## src/rtl/thresh_pkg.sv

```systemverilog
// Shared constants, status/state types and address helper for the threshold batch loader.
package thresh_pkg;

    localparam logic [12:0] THRESH_CONTROL = 13'h1800;
    localparam logic [12:0] SUBTHRESH_BASE = 13'h0800;
    localparam int unsigned UPDATE_REQ_BIT = 1;

    typedef enum logic [1:0] {
        StsOk      = 2'd0,
        StsBusErr  = 2'd1,
        StsLenErr  = 2'd2,
        StsTimeout = 2'd3
    } status_e;

    typedef enum logic [2:0] {
        StIdle,
        StGet,
        StWr,
        StReq,
        StGap,
        StPoll,
        StDone
    } state_e;

    // Even words are trigger thresholds at 4n, odd words subthresholds at 0x800 + 4n.
    // Beam index stays below 512, so bit 11 of 4n is always clear and OR acts as add.
    function automatic logic [12:0] word_addr(input logic [11:0] k);
        logic [12:0] a;
        a = {k[11:1], 2'b00};
        if (k[0]) begin
            a = a | SUBTHRESH_BASE;
        end
        return a;
    endfunction

endpackage

```

## src/rtl/wb_single_master.sv

```systemverilog
// Single-transfer WISHBONE master: latches one request, holds cyc/stb until ack or err.
module wb_single_master (
    input  logic        i_clk,
    input  logic        i_rst_n,
    input  logic        i_req,
    input  logic        i_we,
    input  logic [12:0] i_adr,
    input  logic [31:0] i_dat,
    output logic        o_ack,
    output logic        o_err,
    output logic [31:0] o_rdata,
    output logic        o_cyc,
    output logic        o_stb,
    output logic        o_we,
    output logic [12:0] o_adr,
    output logic [31:0] o_dat,
    input  logic [31:0] i_wb_dat,
    input  logic        i_wb_ack,
    input  logic        i_wb_err
);

    logic        r_cyc;
    logic        r_we;
    logic [12:0] r_adr;
    logic [31:0] r_dat;

    // Launch a transfer when idle; adr/dat/we stay frozen until ack or err closes it
    always_ff @(posedge i_clk or negedge i_rst_n) begin
        if (!i_rst_n) begin
            r_cyc <= 1'b0;
            r_we  <= 1'b0;
            r_adr <= '0;
            r_dat <= '0;
        end else if (r_cyc) begin
            if (i_wb_ack || i_wb_err) begin
                r_cyc <= 1'b0;
            end
        end else if (i_req) begin
            r_cyc <= 1'b1;
            r_we  <= i_we;
            r_adr <= i_adr;
            r_dat <= i_dat;
        end
    end

    // Error takes priority over a simultaneous ack
    assign o_err   = r_cyc && i_wb_err;
    assign o_ack   = r_cyc && i_wb_ack && !i_wb_err;
    assign o_rdata = i_wb_dat;
    assign o_cyc   = r_cyc;
    assign o_stb   = r_cyc;
    assign o_we    = r_we;
    assign o_adr   = r_adr;
    assign o_dat   = r_dat;

endmodule

```

## src/rtl/thresh_batch_loader.sv

```systemverilog
// Loads one full threshold set over WISHBONE, then requests the commit and polls until done.
module thresh_batch_loader
    import thresh_pkg::*;
#(
    parameter int unsigned NBEAMS   = 46,
    parameter int unsigned POLL_GAP = 16,
    parameter int unsigned TIMEOUT  = 4096
) (
    input  logic        wb_clk_i,
    input  logic        wb_rst_n_i,
    input  logic        start_i,
    input  logic [17:0] s_thr_tdata,
    input  logic        s_thr_tvalid,
    output logic        s_thr_tready,
    input  logic        s_thr_tlast,
    output logic        wbm_cyc_o,
    output logic        wbm_stb_o,
    output logic        wbm_we_o,
    output logic [12:0] wbm_adr_o,
    output logic [31:0] wbm_dat_o,
    output logic [3:0]  wbm_sel_o,
    input  logic [31:0] wbm_dat_i,
    input  logic        wbm_ack_i,
    input  logic        wbm_err_i,
    output logic        busy_o,
    output logic        done_o,
    output logic [1:0]  status_o
);

    localparam int unsigned NWORDS = 2 * NBEAMS;
    localparam int unsigned KW     = $clog2(NWORDS);
    localparam int unsigned GW     = $clog2(POLL_GAP + 1);
    localparam int unsigned TW     = $clog2(TIMEOUT + 1);
    localparam logic [KW-1:0] LAST_K = KW'(NWORDS - 1);

    state_e          r_state;
    status_e         r_status;
    logic [KW-1:0]   r_k;
    logic [17:0]     r_data;
    logic            r_len_err;
    logic            r_tready;
    logic            r_busy;
    logic            r_done;
    logic [GW-1:0]   r_gap;
    logic [TW-1:0]   r_tmo;

    logic            w_req;
    logic            w_we;
    logic [12:0]     w_adr;
    logic [31:0]     w_wdat;
    logic            w_ack;
    logic            w_err;
    logic [31:0]     w_rdata;
    logic            w_tmo_hit;
    logic            unused_rdata;

    assign w_tmo_hit    = (r_tmo >= TW'(TIMEOUT));
    assign unused_rdata = ^{w_rdata[31:2], w_rdata[0]};

    // Select the one bus request the current state needs
    always_comb begin
        w_req  = 1'b0;
        w_we   = 1'b0;
        w_adr  = '0;
        w_wdat = '0;
        unique case (r_state)
            StWr: begin
                w_req  = 1'b1;
                w_we   = 1'b1;
                w_adr  = word_addr(12'(r_k));
                w_wdat = {14'b0, r_data};
            end
            StReq: begin
                w_req  = 1'b1;
                w_we   = 1'b1;
                w_adr  = THRESH_CONTROL;
                w_wdat = 32'(1) << UPDATE_REQ_BIT;
            end
            StPoll: begin
                w_req  = 1'b1;
                w_adr  = THRESH_CONTROL;
            end
            default: begin
            end
        endcase
    end

    wb_single_master u_wb (
        .i_clk    (wb_clk_i),
        .i_rst_n  (wb_rst_n_i),
        .i_req    (w_req),
        .i_we     (w_we),
        .i_adr    (w_adr),
        .i_dat    (w_wdat),
        .o_ack    (w_ack),
        .o_err    (w_err),
        .o_rdata  (w_rdata),
        .o_cyc    (wbm_cyc_o),
        .o_stb    (wbm_stb_o),
        .o_we     (wbm_we_o),
        .o_adr    (wbm_adr_o),
        .o_dat    (wbm_dat_o),
        .i_wb_dat (wbm_dat_i),
        .i_wb_ack (wbm_ack_i),
        .i_wb_err (wbm_err_i)
    );

    // Load sequencer: fetch word, write it, then request update and poll for completion
    always_ff @(posedge wb_clk_i or negedge wb_rst_n_i) begin
        if (!wb_rst_n_i) begin
            r_state   <= StIdle;
            r_status  <= StsOk;
            r_k       <= '0;
            r_data    <= '0;
            r_len_err <= 1'b0;
            r_tready  <= 1'b0;
            r_busy    <= 1'b0;
            r_done    <= 1'b0;
            r_gap     <= '0;
            r_tmo     <= '0;
        end else begin
            r_done <= 1'b0;
            unique case (r_state)
                StIdle: begin
                    if (start_i) begin
                        r_state   <= StGet;
                        r_status  <= StsOk;
                        r_busy    <= 1'b1;
                        r_tready  <= 1'b1;
                        r_k       <= '0;
                        r_len_err <= 1'b0;
                        r_tmo     <= '0;
                    end
                end
                StGet: begin
                    if (s_thr_tvalid) begin
                        r_tready  <= 1'b0;
                        r_data    <= s_thr_tdata;
                        // A misplaced tlast (early or missing) still gets its word written
                        r_len_err <= (s_thr_tlast != (r_k == LAST_K));
                        r_state   <= StWr;
                    end
                end
                StWr: begin
                    if (w_err) begin
                        r_state  <= StDone;
                        r_done   <= 1'b1;
                        r_status <= StsBusErr;
                    end else if (w_ack) begin
                        if (r_len_err) begin
                            r_state  <= StDone;
                            r_done   <= 1'b1;
                            r_status <= StsLenErr;
                        end else if (r_k == LAST_K) begin
                            r_state <= StReq;
                        end else begin
                            r_k      <= r_k + KW'(1);
                            r_tready <= 1'b1;
                            r_state  <= StGet;
                        end
                    end
                end
                StReq: begin
                    if (w_err) begin
                        r_state  <= StDone;
                        r_done   <= 1'b1;
                        r_status <= StsBusErr;
                    end else if (w_ack) begin
                        r_tmo   <= '0;
                        r_state <= StPoll;
                    end
                end
                StPoll: begin
                    if (!w_tmo_hit) begin
                        r_tmo <= r_tmo + TW'(1);
                    end
                    // An open poll always completes before a timeout is honoured
                    if (w_err) begin
                        r_state  <= StDone;
                        r_done   <= 1'b1;
                        r_status <= StsBusErr;
                    end else if (w_ack) begin
                        if (!w_rdata[UPDATE_REQ_BIT]) begin
                            r_state  <= StDone;
                            r_done   <= 1'b1;
                            r_status <= StsOk;
                        end else if (w_tmo_hit) begin
                            r_state  <= StDone;
                            r_done   <= 1'b1;
                            r_status <= StsTimeout;
                        end else begin
                            r_gap   <= '0;
                            r_state <= StGap;
                        end
                    end
                end
                StGap: begin
                    if (!w_tmo_hit) begin
                        r_tmo <= r_tmo + TW'(1);
                    end
                    if (w_tmo_hit) begin
                        r_state  <= StDone;
                        r_done   <= 1'b1;
                        r_status <= StsTimeout;
                    end else if (r_gap == GW'(POLL_GAP - 1)) begin
                        r_state <= StPoll;
                    end else begin
                        r_gap <= r_gap + GW'(1);
                    end
                end
                StDone: begin
                    r_state <= StIdle;
                    r_busy  <= 1'b0;
                end
                default: begin
                    r_state <= StIdle;
                    r_busy  <= 1'b0;
                end
            endcase
        end
    end

    assign s_thr_tready = r_tready;
    assign busy_o       = r_busy;
    assign done_o       = r_done;
    assign status_o     = r_status;
    assign wbm_sel_o    = 4'hF;

endmodule

```

## config.mk

```make
export PLATFORM = sky130hd
export DESIGN_NAME = thresh_batch_loader
export DESIGN_NICKNAME = d
export VERILOG_FILES = /design/src/rtl/thresh_pkg.sv /design/src/rtl/wb_single_master.sv /design/src/rtl/thresh_batch_loader.sv
export SDC_FILE = /design/constraint.sdc
export NUM_CORES = 1
export LEC_CHECK = 0
export ABC_AREA = 1
export CORE_MARGIN = 5
export CORE_UTILIZATION = 49
export CTS_CLUSTER_DIAMETER = 120
export CTS_CLUSTER_SIZE = 16
export DETAILED_ROUTE_END_ITERATION = 8
export PLACE_DENSITY = 0.81
export SLEW_MARGIN = 20
export SYNTH_ARGS = -nofsm -noshare
export SYNTH_HDL_FRONTEND = slang
export SYNTH_SLANG_ARGS = --single-unit
```

## constraint.sdc

```tcl
create_clock -name wb_clk_i -period 1.97 [get_ports wb_clk_i]
set_input_delay 0.394 -clock wb_clk_i [delete_from_list [all_inputs] [get_ports wb_clk_i]]
set_output_delay 0.394 -clock wb_clk_i [all_outputs]
set_load 0.02 [all_outputs]
```

==> impl_metrics.csv <==
group,metric,value,unit
critical_path,r2r_setup_slack,0.28,ns
finish,area_growth,21.2,%
synth,synth_seq_cells,80,
global_route,antenna_found_initial,0,
clock_network,path_clk_slew,0.09,ns
floorplanning,rows,33,
sta,drv_slew,0,
critical_path,slowest_delay,0.64,ns
critical_path,cp_num_buf_inv,1,
synth,synthCells,511,
floorplanning,io_pins,114,
clock_network,numCtsBuffers,9,
finish,nNetsFinal,640,
sta,rsz0062_at_grt,"false",
status,status,"finished, final reports clean",
synth,ys.flop_type,"dfrtp_1",
placement,dp_hpwl,6820,um
placement,preCtsSetupSlack,0.0600,ns
critical_path,path_max_fanout,6,
global_route,grt_max_degree,52,
clock_network,cts_resized,0,
critical_path,start_kind,"register",
power_and_ir_drop,power_density,1340,nW/um^2
sta,period_needed,1.83,ns
critical_path,worstReg2RegEnd,"r_k[0]",
global_route,grt_pass1_vias,3316,
clock_network,clkLatencyLatePin,0.36,ns
detailed_routing,wire_per_inst,13.3,um
clock_network,cts.sinks,80,
synth,async_reset_ff_share,100,%
clock_network,postCtsSetupBuffers,0,
synth,synth_edf_count,0,
critical_path,arrival,1.44,ns
global_route,grt_usage,18.6,%
critical_path,critPathTopFamily,"buffers and inverters",
floorplanning,dieWidth,102,um
clock_network,clockBufferDepth,2,
power_and_ir_drop,ir_drop,0.874,mV
critical_path,rr_worst_depth,8,
detailed_routing,ant_nets,0,
sta,finalClockSkew,0.00869,ns
global_route,grt_overflow_total,0,
global_route,grt_first_pass_wirelength,15200,um
detailed_routing,routed_via_density,5.13,
synth,ys_seq_area_share,47.8,%
sta,setup_ws,0.137,ns
critical_path,critical_path.slowest_cell,"clkdlybuf4s50_1",
floorplanning,core-area,8260,um^2
critical_path,critical_path_class,"register to output pin",
sta,setup_viol,0,
detailed_routing,drt_iter0_markers,132,
critical_path,worstPathRequired,1.58,ns
power_and_ir_drop,power.static_leakage,2.39,nW
critical_path,crit_chain,"clkdlybuf4s50_1",
finish,n_fill_cell,713,
clock_network,cts_hold_buf,1,
detailed_routing,firstDrtPassIters,5,
detailed_routing,route.detailed.drc,0,
finish,antenna_cells,0,
floorplanning,dieHeight,102,um
synth,syn_area,4180,um^2
detailed_routing,vias,3521,
synth,synth_area_leader_cell,"dfrtp_1",
job,drv_cap,0,
floorplanning,start_util,50.7,%
synth,synth_area_leaders,"dfrtp_1 (48%), nand2_1 (15%), mux2_2 (4.8%)",
placement,io_buffers,59,
critical_path,r2r-start,"r_state[1]",
synth,synth.distinct_cells,33,
sta,fmax,0.546,GHz
sta,hold_violations,0,
hold_path,hold_path_class,"input pin to async pin",
synth,netlist.area_leader.share,47.8,%
clock_network,tritoncts,"built",
synth,synth.avg_cell_area,8.19,um^2
detailed_routing,routed_wirelength,9110,um
floorplanning,die_area,10500,um^2
sta,finalCritPeriodShare,93.0,%
synth,yosysWarnings,0,
clock_network,htree_num_levels,3,
clock_network,cts_root_buf,"clkbuf_8",
critical_path,end_kind,"output pin",
sta,fin_setup_tns,0,ns
finish,drive_above_1_share,11.0,%
placement,place.gp.congestion,0.911,
## per-layer routing
layer	track usage (%)	routed length [um]	vias up
met5	0	0	-
met4	7.77	143	0
met3	3.96	678	12
met2	30.3	4330	104
met1	24.1	3960	1660
li1	-	-	1745
## cell usage in the layout, fill, tap and decap left out, types with 2 or more instances in the layout
cell type / instances
nand2_1: 167
dfrtp_1: 80
clkdlybuf4s50_1: 58
nor2_1: 41
inv_1: 33
nand3_1: 30
o21ai_0: 26
conb_1: 23
mux2_2: 18
o21ai_1: 13
nand4_1: 12
buf_4: 11
clkbuf_8: 9
o31ai_1: 6
a21oi_1: 5
ha_1: 5
nor2_2: 4
nand3b_1: 4
a21o_1: 4
inv_2: 3
nand2_2: 3
xor2_1: 3
o211ai_1: 3
o21ai_2: 3
buf_12: 3
clkinv_4: 2
## synth_stat cells, types with 5 or more instances
cell type  count
o21ai_1       13
inv_1         33
nand2_1      167
clkbuf_1       9
mux2_2        18
o31ai_1        6
nor2_1        41
ha_1           5
o21ai_0       26
dfrtp_1       80
a21oi_1        5
nand4_1       12
nand3_1       30
buf_4         25
## stage by stage
stage	util, %	instances	area (um^2)	hold slack [ns]	power, mW
2_1_floorplan	-	532	4260	0.0984	4.46
3_5_place_dp	59.0	671	4870	0.342	5.63
6_report	61.4	687	5070	0.483	6.78
5_1_grt	61.4	687	5070	0.508	7.30
3_3_place_gp	59.0	671	4870	0.343	5.52
4_1_cts	61.4	687	5070	0.485	6.83
## final cells by class
| type | instances | area [um^2] | share of cell area, % |
|---|---|---|---|
| Sequential cell | 80 | 2000 | 39.5 |
| Inverter | 36 | 135 | 2.66 |
| Multi-Input combinational cell | 378 | 1880 | 37.0 |
| Tap cell | 105 | 131 | 2.59 |
| Clock inverter | 6 | 68.8 | 1.36 |
| Clock buffer | 9 | 124 | 2.44 |
| Timing Repair Buffer | 73 | 733 | 14.5 |
## sequential cells by signal, summed over array words and instances, names as in the netlist
name / flops
u_wb.o_we: 1
status_o: 2
r_state: 3
done_o: 1
r_tmo: 13
r_k: 7
u_wb.o_cyc: 1
u_wb.o_adr: 8
s_thr_tready: 1
u_wb.o_dat: 18
r_len_err: 1
busy_o: 1
r_gap: 5
r_data: 18
## worst max path at each step
| stage | start | endpoint | slack, ns | depth (start not counted) |
|---|---|---|---|---|
| finish | u_wb.o_cyc | wbm_stb_o | 0.14 | 1 |
| global route | u_wb.o_cyc | wbm_stb_o | 0.08 | 1 |
| CTS | u_wb.o_cyc | wbm_stb_o | 0.13 | 1 |
| detailed placement | wbm_err_i | r_k[3] | 0.06 | 8 |
| global placement | wbm_ack_i | r_k[6] | 0.12 | 7 |
| floorplan | r_state[0] | r_tmo[6] | 0.52 | 9 |
## cells by family after synthesis
logic type / Yosys count / share of synthesized area, %
and+or+nand+nor: 264 / 26.4
DFF: 80 / 47.8
buffers and inverters: 74 / 9.15
AOI/OAI and AO/OA: 63 / 9.00
muxes: 19 / 5.08
adders and majority gates: 5 / 1.50
xor gates and xnor gates: 4 / 0.837
other: 2 / 0.179
## power breakdown
| group | switching [mW] | internal (mW) | total [mW] |
|---|---|---|---|
| registers | 0.391 | 2.17 | 2.56 |
| clock network | 0.612 | 0.585 | 1.20 |
| logic | 1.77 | 1.25 | 3.02 |
Power figures use the tool's default switching activity.
==> RTL change: new RTL, same flow settings <==
Set the parameter `POLL_GAP` to 8 (it was 16).
--- a/src/rtl/thresh_batch_loader.sv
+++ b/src/rtl/thresh_batch_loader.sv
@@ -5,3 +5,3 @@
     parameter int unsigned NBEAMS   = 46,
-    parameter int unsigned POLL_GAP = 16,
+    parameter int unsigned POLL_GAP = 8,
     parameter int unsigned TIMEOUT  = 4096
Function: same outputs for any inputs over 10 cycles, from zero or initial values and one cycle with wb_rst_n_i low; that may be too few to reach the edited logic, so the function may still have changed.
==> RTL change against the unedited design <==
- power decreased by 1.5%
- critical endpoint is now wbm_cyc_o
- clock skew increased by 4.6 ps
- sequential share of layout area decreased by 0.45 points
- critical path type unchanged
- wire length increased by 6.7%
- sequential cell count decreased by 1
- combinational power decreased by 3%
- area after synthesis increased by 0.30%
- critical path depth unchanged
- setup slack got worse by 50 ps
- global-route usage increased by 0.67 points
- design area about the same
- sequential power decreased by 4%
==> RTL change: results <==
group,metric,value,unit
routing,detail_route.wl_per_cell,13.8,um
place,weighted_congestion_at_the_end_of_routability_driven_global_placement,0.926,
power,internal_power,0.00383,W
power,power.total,0.00669,W
power,worst_voltage_drop_across_the_vdd_grid,0.850,mV
power,power_leakage,2.57,nW
routing,detail_route.vias_per_cell,5.20,
routing,met2_length,4640,um
synthesis,asyncSetResetFlopFracSynth,1.00,
grt,globalRouteMet3Util,0.0372,
grt,met1_usage,0.256,
routing,route.top_layer_used,"met4",
synthesis,synth_cells,529,
clock_tree,h-tree-depth,3,
grt,grtUsageTotal,0.193,
synthesis,post_synth_xor_area_fraction,0.0104,
critical_path,worst-endpoint-arrival,1490,ps
final_layout,final_layout_size_suffix_gt1_frac,0.109,
place,placed_cell_area,0.00485,mm2
final_layout,layoutNonFillerInstCount,704,
timing,skew,13.3,ps
routing,wl_met1,4130,um
clock_tree,numCtsBuffers,9,
status,outcome,"finished, final reports clean",
grt,grt_pass1_wl,16000,um
grt,grt_max_degree,50,
synthesis,synthMuxAreaShare,0.0483,
synthesis,netlist-cell-type-count,31,
synthesis,synth_adder_area_share,0.0119,
final_layout,nets,655,
place,preCtsSetupSlack,43.3,ps
power,power.sequential.fraction,0.369,
critical_path,worstPathMaxFanout,11,
synthesis,synth.yosys.seq_area_share,0.471,
timing,report.final.setup_viol,0,
synthesis,synth_top_cells_by_count,"sky130_fd_sc_hd__nand2_1 (185), sky130_fd_sc_hd__dfrtp_1 (79), sky130_fd_sc_hd__nand3_1 (59)",
place,placedCellCount,687,
routing,met3WireLength,701,um
grt,grt_pass1_vias,3469,
routing,detailedRoute.firstIterationViolations,245,
synthesis,synth.top_cells.by_area,"sky130_fd_sc_hd__dfrtp_1 (47%), sky130_fd_sc_hd__nand2_1 (17%), sky130_fd_sc_hd__nand3_1 (7.0%), sky130_fd_sc_hd__mux2_2 (4.8%), sky130_fd_sc_hd__buf_4 (4.5%)",
place,detailedPlacementHpwl,7040,um
worst_hold_path,timing.hold.worst.class,"reg2reg",
synthesis,area_fraction_in_compound_gates_after_synthesis,0.0465,
power,pwr-share-clk,0.194,
grt,grt.met2_usage,0.308,
==> RTL change: worst paths after layout <==
kind | start | end | slack [ps] | cells after the start
worst max-delay path | u_wb.o_cyc | wbm_cyc_o | 90 | 1
worst min-delay path | u_wb.o_adr[5] | u_wb.o_adr[5] | 480 | 2
worst max register to register | r_state[1] | r_tmo[7] | 250 | 7
worst min register to register | u_wb.o_adr[5] | u_wb.o_adr[5] | 480 | 2
max in group asynchronous | wb_rst_n_i | u_wb.o_cyc | 860 | 3
min in group asynchronous | wb_rst_n_i | u_wb.o_dat[10] | 510 | 2
==> RTL change: final cells by class <==
type	count	area [um2]
Clock buffer	9	124
Tap cell	105	131
Sequential cell	79	1980
Multi-Input combinational cell	396	1910
Inverter	37	139
Fill cell	717	3230
Clock inverter	7	86.3
Timing Repair Buffer	71	706
==> RTL change: timing repair <==
item | 4_1_cts | 5_1_grt
setup endpoints to repair | 2 | 0
endpoints found under the hold margin | 30 | 0
resized for setup | 1 | 0
hold buffers | 1 | 0
setup buffers | 0 | 0
